**src/rtl/tone_pkg.sv**
```systemverilog
// Shared note constants, band table, nominal tone periods and the period classifier.
// Also holds the tone player's phase-accumulator steps so both sides share one source.
package tone_pkg;

    typedef enum logic [1:0] {
        ST_IDLE     = 2'd0,
        ST_MEASURE  = 2'd1,
        ST_CLASSIFY = 2'd2
    } state_e;

    typedef logic [47:0] period_t;

    localparam logic [3:0] NOTE_NONE = 4'd0;
    localparam logic [3:0] NOTE_C    = 4'd1;
    localparam logic [3:0] NOTE_D    = 4'd2;
    localparam logic [3:0] NOTE_E    = 4'd3;
    localparam logic [3:0] NOTE_FS   = 4'd4;
    localparam logic [3:0] NOTE_G    = 4'd5;
    localparam logic [3:0] NOTE_A    = 4'd6;
    localparam logic [3:0] NOTE_B    = 4'd7;
    localparam logic [3:0] NOTE_D5   = 4'd8;

    // Index i holds the band for note i+1; lower bound inclusive, upper exclusive.
    localparam period_t BAND_LO [8] = '{48'd361368, 48'd321950, 48'd286829, 48'd262692,
                                        48'd241189, 48'd214875, 48'd186372, 48'd165158};
    localparam period_t BAND_HI [8] = '{48'd393682, 48'd361368, 48'd321950, 48'd286829,
                                        48'd262692, 48'd241189, 48'd214875, 48'd186372};

    localparam period_t NOM_PERIOD [8] = '{48'd382216, 48'd340519, 48'd303381, 48'd270277,
                                           48'd255106, 48'd227271, 48'd202478, 48'd170266};

    // Player steps for a 32-bit phase accumulator: one wrap per nominal period.
    localparam int TONE_ACC_W = 32;
    localparam logic [31:0] TONE_STEP [8] = '{
        32'((64'd1 << 32) / 64'd382216), 32'((64'd1 << 32) / 64'd340519),
        32'((64'd1 << 32) / 64'd303381), 32'((64'd1 << 32) / 64'd270277),
        32'((64'd1 << 32) / 64'd255106), 32'((64'd1 << 32) / 64'd227271),
        32'((64'd1 << 32) / 64'd202478), 32'((64'd1 << 32) / 64'd170266)};

    // scale right-shifts the whole table, for builds that decode proportionally faster tones.
    function automatic logic [3:0] classify(input period_t avg, input int unsigned scale);
        logic [3:0] idx;
        idx = NOTE_NONE;
        for (int i = 0; i < 8; i++) begin
            if ((avg >= (BAND_LO[i] >> scale)) && (avg < (BAND_HI[i] >> scale)))
                idx = 4'(i + 1);
        end
        return idx;
    endfunction

endpackage

```
**src/rtl/edge_sync.sv**
```systemverilog
// Two-flop synchronizer plus history flop; flags a rising edge of an asynchronous input.
module edge_sync (
    input  logic clk,
    input  logic rst_n,
    input  logic d_in,
    output logic rise
);

    logic [2:0] sh_q, sh_d;

    always_comb sh_d = {sh_q[1:0], d_in};

    always_ff @(posedge clk or negedge rst_n) begin
        if (!rst_n) sh_q <= '0;
        else        sh_q <= sh_d;
    end

    assign rise = sh_q[1] & ~sh_q[2];

endmodule

```
**src/rtl/tone_decoder.sv**
```systemverilog
// Measures the averaged period of a square-wave tone and classifies it as a scale note.
//   state       | meaning
//   ST_IDLE     | silent, waiting for the first rising edge to start timing
//   ST_MEASURE  | summing 2^AVG_LOG2 periods into acc
//   ST_CLASSIFY | one cycle: classify acc average, apply two-window hysteresis
module tone_decoder
    import tone_pkg::*;
#(
    parameter int          AVG_LOG2    = 2,
    parameter int          CNT_W       = 20,
    parameter int unsigned TIMEOUT_CYC = 500000,
    parameter int unsigned SCALE_LOG2  = 0
) (
    input  logic       USER_CLK,
    input  logic       USER_RST_N,
    input  logic       TONE_IN,
    output logic [3:0] NOTE_IDX,
    output logic       NOTE_VALID,
    output logic       NOTE_NEW,
    output logic [7:0] GPIO_LED
);

    localparam int ACC_W = CNT_W + AVG_LOG2;
    localparam logic [AVG_LOG2-1:0] NPER_LAST = '1;

    logic                rise;
    state_e              state_q, state_d;
    logic [CNT_W-1:0]    pcnt_q, pcnt_d;
    logic [ACC_W-1:0]    acc_q, acc_d;
    logic [AVG_LOG2-1:0] nper_q, nper_d;
    logic                sat_q, sat_d;
    logic [3:0]          note_q, note_d, prev_q, prev_d, cand;
    logic                new_q, new_d;
    logic                pcnt_max, timeout;
    period_t             avg;

    edge_sync u_sync (
        .clk   (USER_CLK),
        .rst_n (USER_RST_N),
        .d_in  (TONE_IN),
        .rise  (rise)
    );

    assign pcnt_max = &pcnt_q;
    assign timeout  = (state_q != ST_IDLE) && (32'(pcnt_q) >= TIMEOUT_CYC);

    always_ff @(posedge USER_CLK or negedge USER_RST_N) begin
        if (!USER_RST_N) begin
            state_q <= ST_IDLE;
            pcnt_q  <= '0;
            acc_q   <= '0;
            nper_q  <= '0;
            sat_q   <= 1'b0;
            note_q  <= NOTE_NONE;
            prev_q  <= NOTE_NONE;
            new_q   <= 1'b0;
        end else begin
            state_q <= state_d;
            pcnt_q  <= pcnt_d;
            acc_q   <= acc_d;
            nper_q  <= nper_d;
            sat_q   <= sat_d;
            note_q  <= note_d;
            prev_q  <= prev_d;
            new_q   <= new_d;
        end
    end

    always_comb begin
        pcnt_d  = rise ? CNT_W'(1) : (pcnt_max ? pcnt_q : pcnt_q + CNT_W'(1));
        state_d = state_q;
        acc_d   = acc_q;
        nper_d  = nper_q;
        sat_d   = sat_q;
        if (timeout) begin
            state_d = ST_IDLE;
            acc_d   = '0;
            nper_d  = '0;
            sat_d   = 1'b0;
        end else begin
            case (state_q)
                ST_IDLE: if (rise) begin
                    state_d = ST_MEASURE;
                    acc_d   = '0;
                    nper_d  = '0;
                    sat_d   = 1'b0;
                end
                ST_MEASURE: if (rise) begin
                    acc_d = acc_q + ACC_W'(pcnt_q);
                    sat_d = sat_q | pcnt_max;
                    if (nper_q == NPER_LAST) state_d = ST_CLASSIFY;
                    else                     nper_d  = nper_q + AVG_LOG2'(1);
                end
                // The rise that closed the window also started this period.
                ST_CLASSIFY: begin
                    state_d = ST_MEASURE;
                    acc_d   = rise ? ACC_W'(pcnt_q) : '0;
                    nper_d  = rise ? AVG_LOG2'(1) : '0;
                    sat_d   = rise & pcnt_max;
                end
                default: state_d = ST_IDLE;
            endcase
        end
    end

    always_comb begin
        avg    = period_t'(acc_q >> AVG_LOG2);
        cand   = sat_q ? NOTE_NONE : classify(avg, SCALE_LOG2);
        note_d = note_q;
        prev_d = prev_q;
        new_d  = 1'b0;
        if (timeout) begin
            note_d = NOTE_NONE;
            prev_d = NOTE_NONE;
            new_d  = (note_q != NOTE_NONE);
        end else if (state_q == ST_CLASSIFY) begin
            prev_d = cand;
            if ((cand == prev_q) && (cand != note_q)) begin
                note_d = cand;
                new_d  = 1'b1;
            end
        end
    end

    assign NOTE_IDX   = note_q;
    assign NOTE_VALID = (note_q != NOTE_NONE);
    assign NOTE_NEW   = new_q;
    assign GPIO_LED   = (note_q == NOTE_NONE) ? 8'h00 : (8'h01 << (note_q - 4'd1));

endmodule

```
**config.mk**
```make
export PLATFORM = sky130hd
export DESIGN_NAME = tone_decoder
export DESIGN_NICKNAME = d
export VERILOG_FILES = /design/src/rtl/tone_pkg.sv /design/src/rtl/edge_sync.sv /design/src/rtl/tone_decoder.sv
export SDC_FILE = /design/constraint.sdc
export NUM_CORES = 1
export LEC_CHECK = 0
export BUFFER_PORTS_ARGS = -buffer_cell sky130_fd_sc_hd__buf_2
export CORE_MARGIN = 8
export CORE_UTILIZATION = 31
export DETAILED_ROUTE_END_ITERATION = 10
export GPL_TIMING_DRIVEN = 1
export SYNTH_ARGS = -nofsm -noshare
export SYNTH_HDL_FRONTEND = slang
export SYNTH_HIERARCHICAL = 1
export SYNTH_SLANG_ARGS = --single-unit
```
**constraint.sdc**
```tcl
create_clock -name USER_CLK -period 3.3 [get_ports USER_CLK]
set_input_delay 0.33 -clock USER_CLK [delete_from_list [all_inputs] [get_ports USER_CLK]]
set_output_delay 0.33 -clock USER_CLK [all_outputs]
set_load 0.01 [all_outputs]
```
=== Word level (Yosys, flattened, before mapping) ===
Index checks and enable logic that the tools add are counted.

* Add/sub/neg operators: 4
* Order comparisons: 17
* Equality and inequality tests: 10
* Shift-type cells: 1
* Mux-type cells: 40
* Bitwise operators: 4
* Reduce and logical (&&, ||, !) cells: 22

{| class="wikitable"
|+ Operator list
! operator !! number
|-
| $ge 20x19->1 const B || 5
|-
| $lt 20x19->1 const B || 5
|-
| $ge 20x18->1 const B || 4
|-
| $mux 22 || 3
|-
| $pmux 22 s3 || 1
|-
| $lt 20x18->1 const B || 3
|-
| $mux 20 || 3
|-
| $mux 4 || 11
|-
| $add 22x20->22 || 1
|-
| $add 20x1->20 const B || 1
|-
| $mux 2 || 10
|-
| $reduce_and 20->1 || 1
|-
| $ne 3x3->1 const B || 4
|-
| $pmux 2 s3 || 2
|-
| $logic_and 1x1->1 || 10
|-
| $mux 1 || 8
|-
| $mux 8 || 1
|-
| $reduce_bool 4->1 || 2
|-
| $shl 1x4->8 const A || 1
|-
| $reduce_and 3->1 || 2
|-
| $reduce_bool 2->1 || 3
|-
| $eq 2x2->1 const B || 2
|-
| $eq 4x4->1 || 1
|-
| $logic_not 4->1 || 1
|-
| 12 further kinds || 13
|}

* Register bits after elaboration: 59
* Input bits: 3
* Output and inout port bits: 14
* Logic and storage cells: 107

=== Longest topological paths before layout ===
* Depth in word-level cells: 16
* Gate-level depth with buffers: 11
* Depth with buffers taken out: 11

=== By module ===
The synthesis kept the hierarchy.

{| class="wikitable"
|+ Modules (own cells, without submodules)
! module !! instances !! cells each !! area an instance (µm²) !! sequential area each (µm²)
|-
| tone_decoder || 1 || 525 || 4440.5 || 1401.3
|-
| edge_sync || 1 || 4 || 88.8 || 75.1
|}

=== Worst setup path before layout ===
Ideal clock, no wire load.

* Path kind: register -> register
* Start point: register pcnt_q[1]
* End point: register acc_q[21]
* Arrival time: 2.507 ns
* Required time: 3.196 ns
* Slack: 0.689 ns
* Stages on the path, launching flop included: 11
* Clock period less this slack: 2.611 ns
* Path through: dfrtp_1 > ha_1 > a21o_1 > a21o_1 > a2111oi_0 > o211ai_1 > nand3_1 > a21oi_1 > o21a_1 > o21a_1 > o311ai_1

* Cells in the longest elaborated chain, start to end: 4
* Elaborated cells between the ends (all ways): 10
* Those cells by class: add/sub (1); order compare (1); eq/ne (2); mux (3); reduce/logical (3)

{| class="wikitable"
|+ RTL lines
! item !! line !! source
|-
| from (decl) || tone_decoder.sv:28 || <nowiki>logic [CNT_W-1:0] pcnt_q, pcnt_d;</nowiki>
|-
| from (signal assigned) || tone_decoder.sv:59 || <nowiki>pcnt_q <= pcnt_d;</nowiki>
|-
| $add 22x20->22 / $ge 20x19->1 (equally long branches) || tone_decoder.sv:89, tone_decoder.sv:45 ||
|-
| $mux 22 / $logic_and 1x1->1 (equally long branches) || tone_decoder.sv:88, tone_decoder.sv:45 ||
|-
| $pmux 22 s3 (tied with other cells) || tone_decoder.sv:81 || <nowiki>case (state_q)</nowiki>
|-
| $mux 22 / $reduce_and 3->1 (equally long branches) || - ||
|-
| to (signal assigned) || tone_decoder.sv:51 || <nowiki>acc_q <= '0;</nowiki>
|-
| to (signal assigned) || tone_decoder.sv:60 || <nowiki>acc_q <= acc_d;</nowiki>
|-
| to (decl) || tone_decoder.sv:29 || <nowiki>logic [ACC_W-1:0] acc_q, acc_d;</nowiki>
|}

Parallel ways exist; a longest one is shown, timed or not. The select of a mux whose other input is x is not followed.
A chain may end at the register's enable or synchronous reset.

=== Worst setup path after layout ===
* Start point: register acc_q[6]
* End point: register acc_q[21]

* Cells in the longest elaborated chain, start to end: 4

{| class="wikitable"
|+ RTL lines
! item !! line !! source
|-
| $add 22x20->22 || tone_decoder.sv:89 || <nowiki>acc_d = acc_q + ACC_W'(pcnt_q);</nowiki>
|-
| $mux 22 || tone_decoder.sv:88 || <nowiki>ST_MEASURE: if (rise) begin</nowiki>
|-
| $pmux 22 s3 || tone_decoder.sv:81 ||
|-
| $mux 22 || tone_decoder.sv:75 || <nowiki>if (timeout) begin</nowiki>
|}

Every way passes these cells. The select of a mux whose other input is x is not followed.

==> PnR_summary.wiki <==
{| class="wikitable"
! Metric !! Value
|-
| Outcome || completed
|-
| Dominant combinational cell family by area after synthesis || compound AO/OA/AOI/OAI gates
|-
| Cell chosen for the clock root || sky130_fd_sc_hd__clkbuf_16
|-
| Commonest register cell after synthesis || sky130_fd_sc_hd__dfrtp_1
|-
| Beginning of the worst hold path || TONE_IN
|-
| Residual overflow from global routing || 0
|-
| Amount of wire on met2 after detailed routing || 5420 µm
|-
| Cell area after layout || 5060 µm²
|-
| Total negative setup slack || 0 ns
|-
| Power Density || 484 nW/µm²
|-
| Router iterations before antenna repair || 4
|-
| Wire length reported by the detailed router || 11,500 µm
|-
| Clock-pin transition on the worst setup and hold timing paths || 0.05 ns
|-
| M1 wire length || 5340 µm
|-
| Number of inserted filler cells in the final layout || 1,479
|-
| Max-capacitance violation count || 0
|-
| Avg Vias per Cell || 5.49
|-
| Critical path startpoint category || register
|-
| Final worst-path cycle share || 90.6%
|-
| Fraction of synthesized cell area in xor and xnor cells || 7.90%
|-
| Area growth syn-to-layout || 11.8%
|-
| # Post-CTS Setup Buffers || 0
|-
| Initial Utilization || 31.4%
|-
| EDFF count, synth || 0
|-
| Cts repair resizes || 0
|-
| Critical path endpoint category || register
|-
| Count of endpoints failing hold in the final timing report || 0
|-
| CORE AREA || 14,400 µm²
|-
| Detailed-route DRC error count || 0
|-
| Largest vdd supply drop || 0.220 mV
|-
| Leakage power total || 2.28 nW
|-
| R2r endpoint || acc_q[21]
|-
| Overall die area || 18,700 µm²
|-
| RSZ-0062 raised after global routing || false
|-
| Number of max-slew violations in the final report || 0
|-
| Period minus WS final || 2.99 ns
|-
| Maximum number of pins on one net before global-route repair || 60
|-
| DRT antenna net count || 0
|-
| Portion of netlist area occupied by mux cells || 0.884%
|-
| Combined area of all synthesized cells || 4530 µm²
|-
| Final Power || 2.45 mW
|-
| Relative slew slack || 33.0%
|-
| Number of design-rule violations left by the first detailed-router iteration || 284
|-
| Slowest cell on the critical path || sky130_fd_sc_hd__dfrtp_1
|-
| Worst clock skew || 0.00584 ns
|-
| Maximum frequency from static timing analysis || 334 MHz
|-
| Total clock buffers created by CTS || 9
|-
| Most repeated library cell on the critical path || sky130_fd_sc_hd__o21a_1
|-
| Mean instance size in the synthesized netlist || 8.56 µm²
|-
| Post-place setup slack || 0.378 ns
|-
| Half-perimeter wire length of the detailed placement result || 8240 µm
|-
| First-pass GRT wire length || 19,100 µm
|-
| Post-Syn Nets || 559
|-
| Slew at the pin closest to its max-slew limit || 1.00 ns
|-
| Synth Warn # || 6
|-
| Average wire length per cell after detail routing || 15.9 µm
|-
| Met3 wire length || 528 µm
|-
| IO buf count || 16
|-
| Register-to-register path setup slack || 0.31 ns
|-
| CTS tree || done
|-
| Post-synthesis share of cell area spent on full adders, half adders and majority gates || 7.62%
|-
| Maximum count of clock buffers along a single path || 2
|-
| Setup CP Type || reg -> reg
|-
| Area used by multi-input combinational logic || 2840 µm²
|-
| Maximum net fanout on the critical path || 10
|-
| Layout Utilization || 35.1%
|-
| Stage delay of the slowest cell on the critical path || 0.55 ns
|-
| Async set-or-reset flop fraction in the synthesized netlist || 100%
|-
| Unique cell type count in the Yosys netlist || 67
|-
| Area used by sequential logic in the layout || 1480 µm²
|-
| Via count of the first global-routing pass || 3,846
|-
| Global routing usage summed across all routing layers || 12.7%
|-
| Die Span X || 137 µm
|-
| Clock net sink count || 59
|-
| Highest signal layer in the routed design || met4
|-
| Path category of the worst min-delay check || in -> reg
|-
| Required time worst endpoint || 3.52 ns
|-
| Source of the worst register-to-register timing path || acc_q[6]
|-
| Final weighted congestion in routability-driven placement || 0.869
|-
| Synthesized instance count || 529
|-
| Number of H-tree levels || 3
|-
| Total I/O pin count || 17
|-
| Number of antenna violations at the first check in global routing || 0
|-
| Antenna cells || 0
|-
| Min-Delay Path Depth || 1
|-
| Critical path arrival || 3.21 ns
|-
| Number of nets at the end of the flow || 564
|-
| Via count || 3,962
|-
| Share of layout cells above drive strength 1 || 10.2%
|-
| Endpoint with the worst hold slack || u_sync/sh_q[0]
|-
| Row count || 44
|-
| Die outline height || 137 µm
|-
| Ordered cell list for the critical path || ha_1 > a211o_1 > a2111oi_0 > o211ai_1 > nand3_1 > a21oi_1 > o21a_1 > o21a_1 > o311ai_1
|-
| Sequential element share of the synthesized area || 32.6%
|-
| Cell Area, Placed || 4770 µm²
|-
| Synth Area in Compound Gates || 25.7%
|-
| Final setup violation count || 0
|-
| Final WS setup || 0.310 ns
|-
| R2r worst-path depth || 9
|-
| Clock latency reported for the late side of the worst-skew pair || 0.33 ns
|-
| Basic-gate share of the synthesized area counting and, or, nand and nor cells || 20.6%
|-
| Post-synthesis sequential element count || 59
|-
| Hold buffers post-CTS || 0
|}
[worst max-delay path by stage]
stage | startpoint | endpoint | slack, ns | cells after the start
4_1_cts | acc_q[6] | acc_q[21] | 0.33 | 9
3_5_place_dp | acc_q[6] | acc_q[21] | 0.38 | 9
2_1_floorplan | pcnt_q[1] | acc_q[21] | 0.69 | 10
3_3_place_gp | acc_q[6] | acc_q[21] | 0.42 | 9
5_1_grt | acc_q[6] | acc_q[15] | 0.01 | 9
6_report | acc_q[6] | acc_q[21] | 0.31 | 9
[cells by family after synthesis]
group | Yosys count
and+or+nand+nor | 179
AOI/OAI and AO/OA | 172
DFF | 59
buffers and inverters | 48
xor gates and xnor gates | 40
adders and majority gates | 27
muxes | 4
[area by class of cell]
| class | count | area share [%] |
|---|---|---|
| clock inverter | 2 | 0.692 |
| tap | 184 | 4.55 |
| sequential | 59 | 29.2 |
| inverter | 14 | 1.04 |
| multi-input combinational | 422 | 56.1 |
| clock buffer | 13 | 5.14 |
| timing repair buffer | 28 | 3.36 |
[sequential cells by signal, indices dropped and copies added (netlist names)]
name	flops
acc_q	22
pcnt_q	20
NOTE_IDX	4
prev_q	4
u_sync/sh_q	3
nper_q	2
state_q	2
NOTE_NEW	1
sat_q	1
[Yosys cell counts (all sizes together), types with 4 or more instances]
cell	n	area share, %
a211oi	6	1.1
a21o	14	2.3
a21oi	35	3.9
a22oi	18	3.0
a31oi	7	0.97
and2	6	0.83
and3	8	1.1
buf	12	1.7
clkbuf	22	1.8
dfrtp	59	33
ha	26	7.2
inv	14	1.2
mux2i	4	0.88
nand2	35	2.9
nand2b	5	0.69
nand3	20	2.2
nand4	12	1.7
nor2	53	4.4
nor2b	5	1.0
nor3	10	1.1
nor4	4	0.69
o211ai	10	1.8
o21a	5	0.83
o21ai	38	4.2
o21bai	6	0.99
o31a	5	0.97
o31ai	8	1.4
or3	5	0.69
xnor2	18	3.5
xor2	22	4.4
[metal layers]
metal  GRT usage (%)  vias to the layer above
met4            5.97                        0
met2            20.3                       69
met1            16.6                     1927
li1                -                     1955
met3            1.84                       11
met5               0                        -
[layout by cell type (no fill, tap or decap), types with 7 or more instances in the layout]
cell	Yosys	routed
sky130_fd_sc_hd__dfrtp_1	59	59
sky130_fd_sc_hd__nor2_1	53	53
sky130_fd_sc_hd__nand2_1	35	35
sky130_fd_sc_hd__a21oi_1	35	35
sky130_fd_sc_hd__o21ai_0	32	32
sky130_fd_sc_hd__ha_1	26	26
sky130_fd_sc_hd__xor2_1	21	21
sky130_fd_sc_hd__nand3_1	20	20
sky130_fd_sc_hd__xnor2_1	18	18
sky130_fd_sc_hd__a22oi_1	18	18
sky130_fd_sc_hd__buf_2	9	16
sky130_fd_sc_hd__inv_1	14	14
sky130_fd_sc_hd__a21o_1	14	14
sky130_fd_sc_hd__nand4_1	12	12
sky130_fd_sc_hd__buf_4	0	12
sky130_fd_sc_hd__nor3_1	10	10
sky130_fd_sc_hd__o211ai_1	9	9
sky130_fd_sc_hd__clkbuf_16	0	9
sky130_fd_sc_hd__and3_1	8	8
sky130_fd_sc_hd__o31ai_1	7	7
sky130_fd_sc_hd__a31oi_1	7	7
[power by group]
group | internal, mW | switching, mW | total (mW)
clock | 0.620 | 0.319 | 0.938
combinational | 0.218 | 0.409 | 0.626
sequential | 0.789 | 0.0976 | 0.887
[stage by stage]
step           hold WS [ns]  instances
2_1_floorplan        0.0344        529
3_3_place_gp          0.334        707
3_5_place_dp          0.341        707
4_1_cts               0.105        722
5_1_grt               0.109        722
6_report              0.109        722
[critical path: cells and delay by family (launching register included)]
kind / cells / cell delay, ns
AOI/OAI and AO/OA: 7 / 1.85
DFF: 1 / 0.55
and+or+nand+nor: 1 / 0.14
adders and majority gates: 1 / 0.35
No activity file was read; power rests on OpenSTA's default activity.
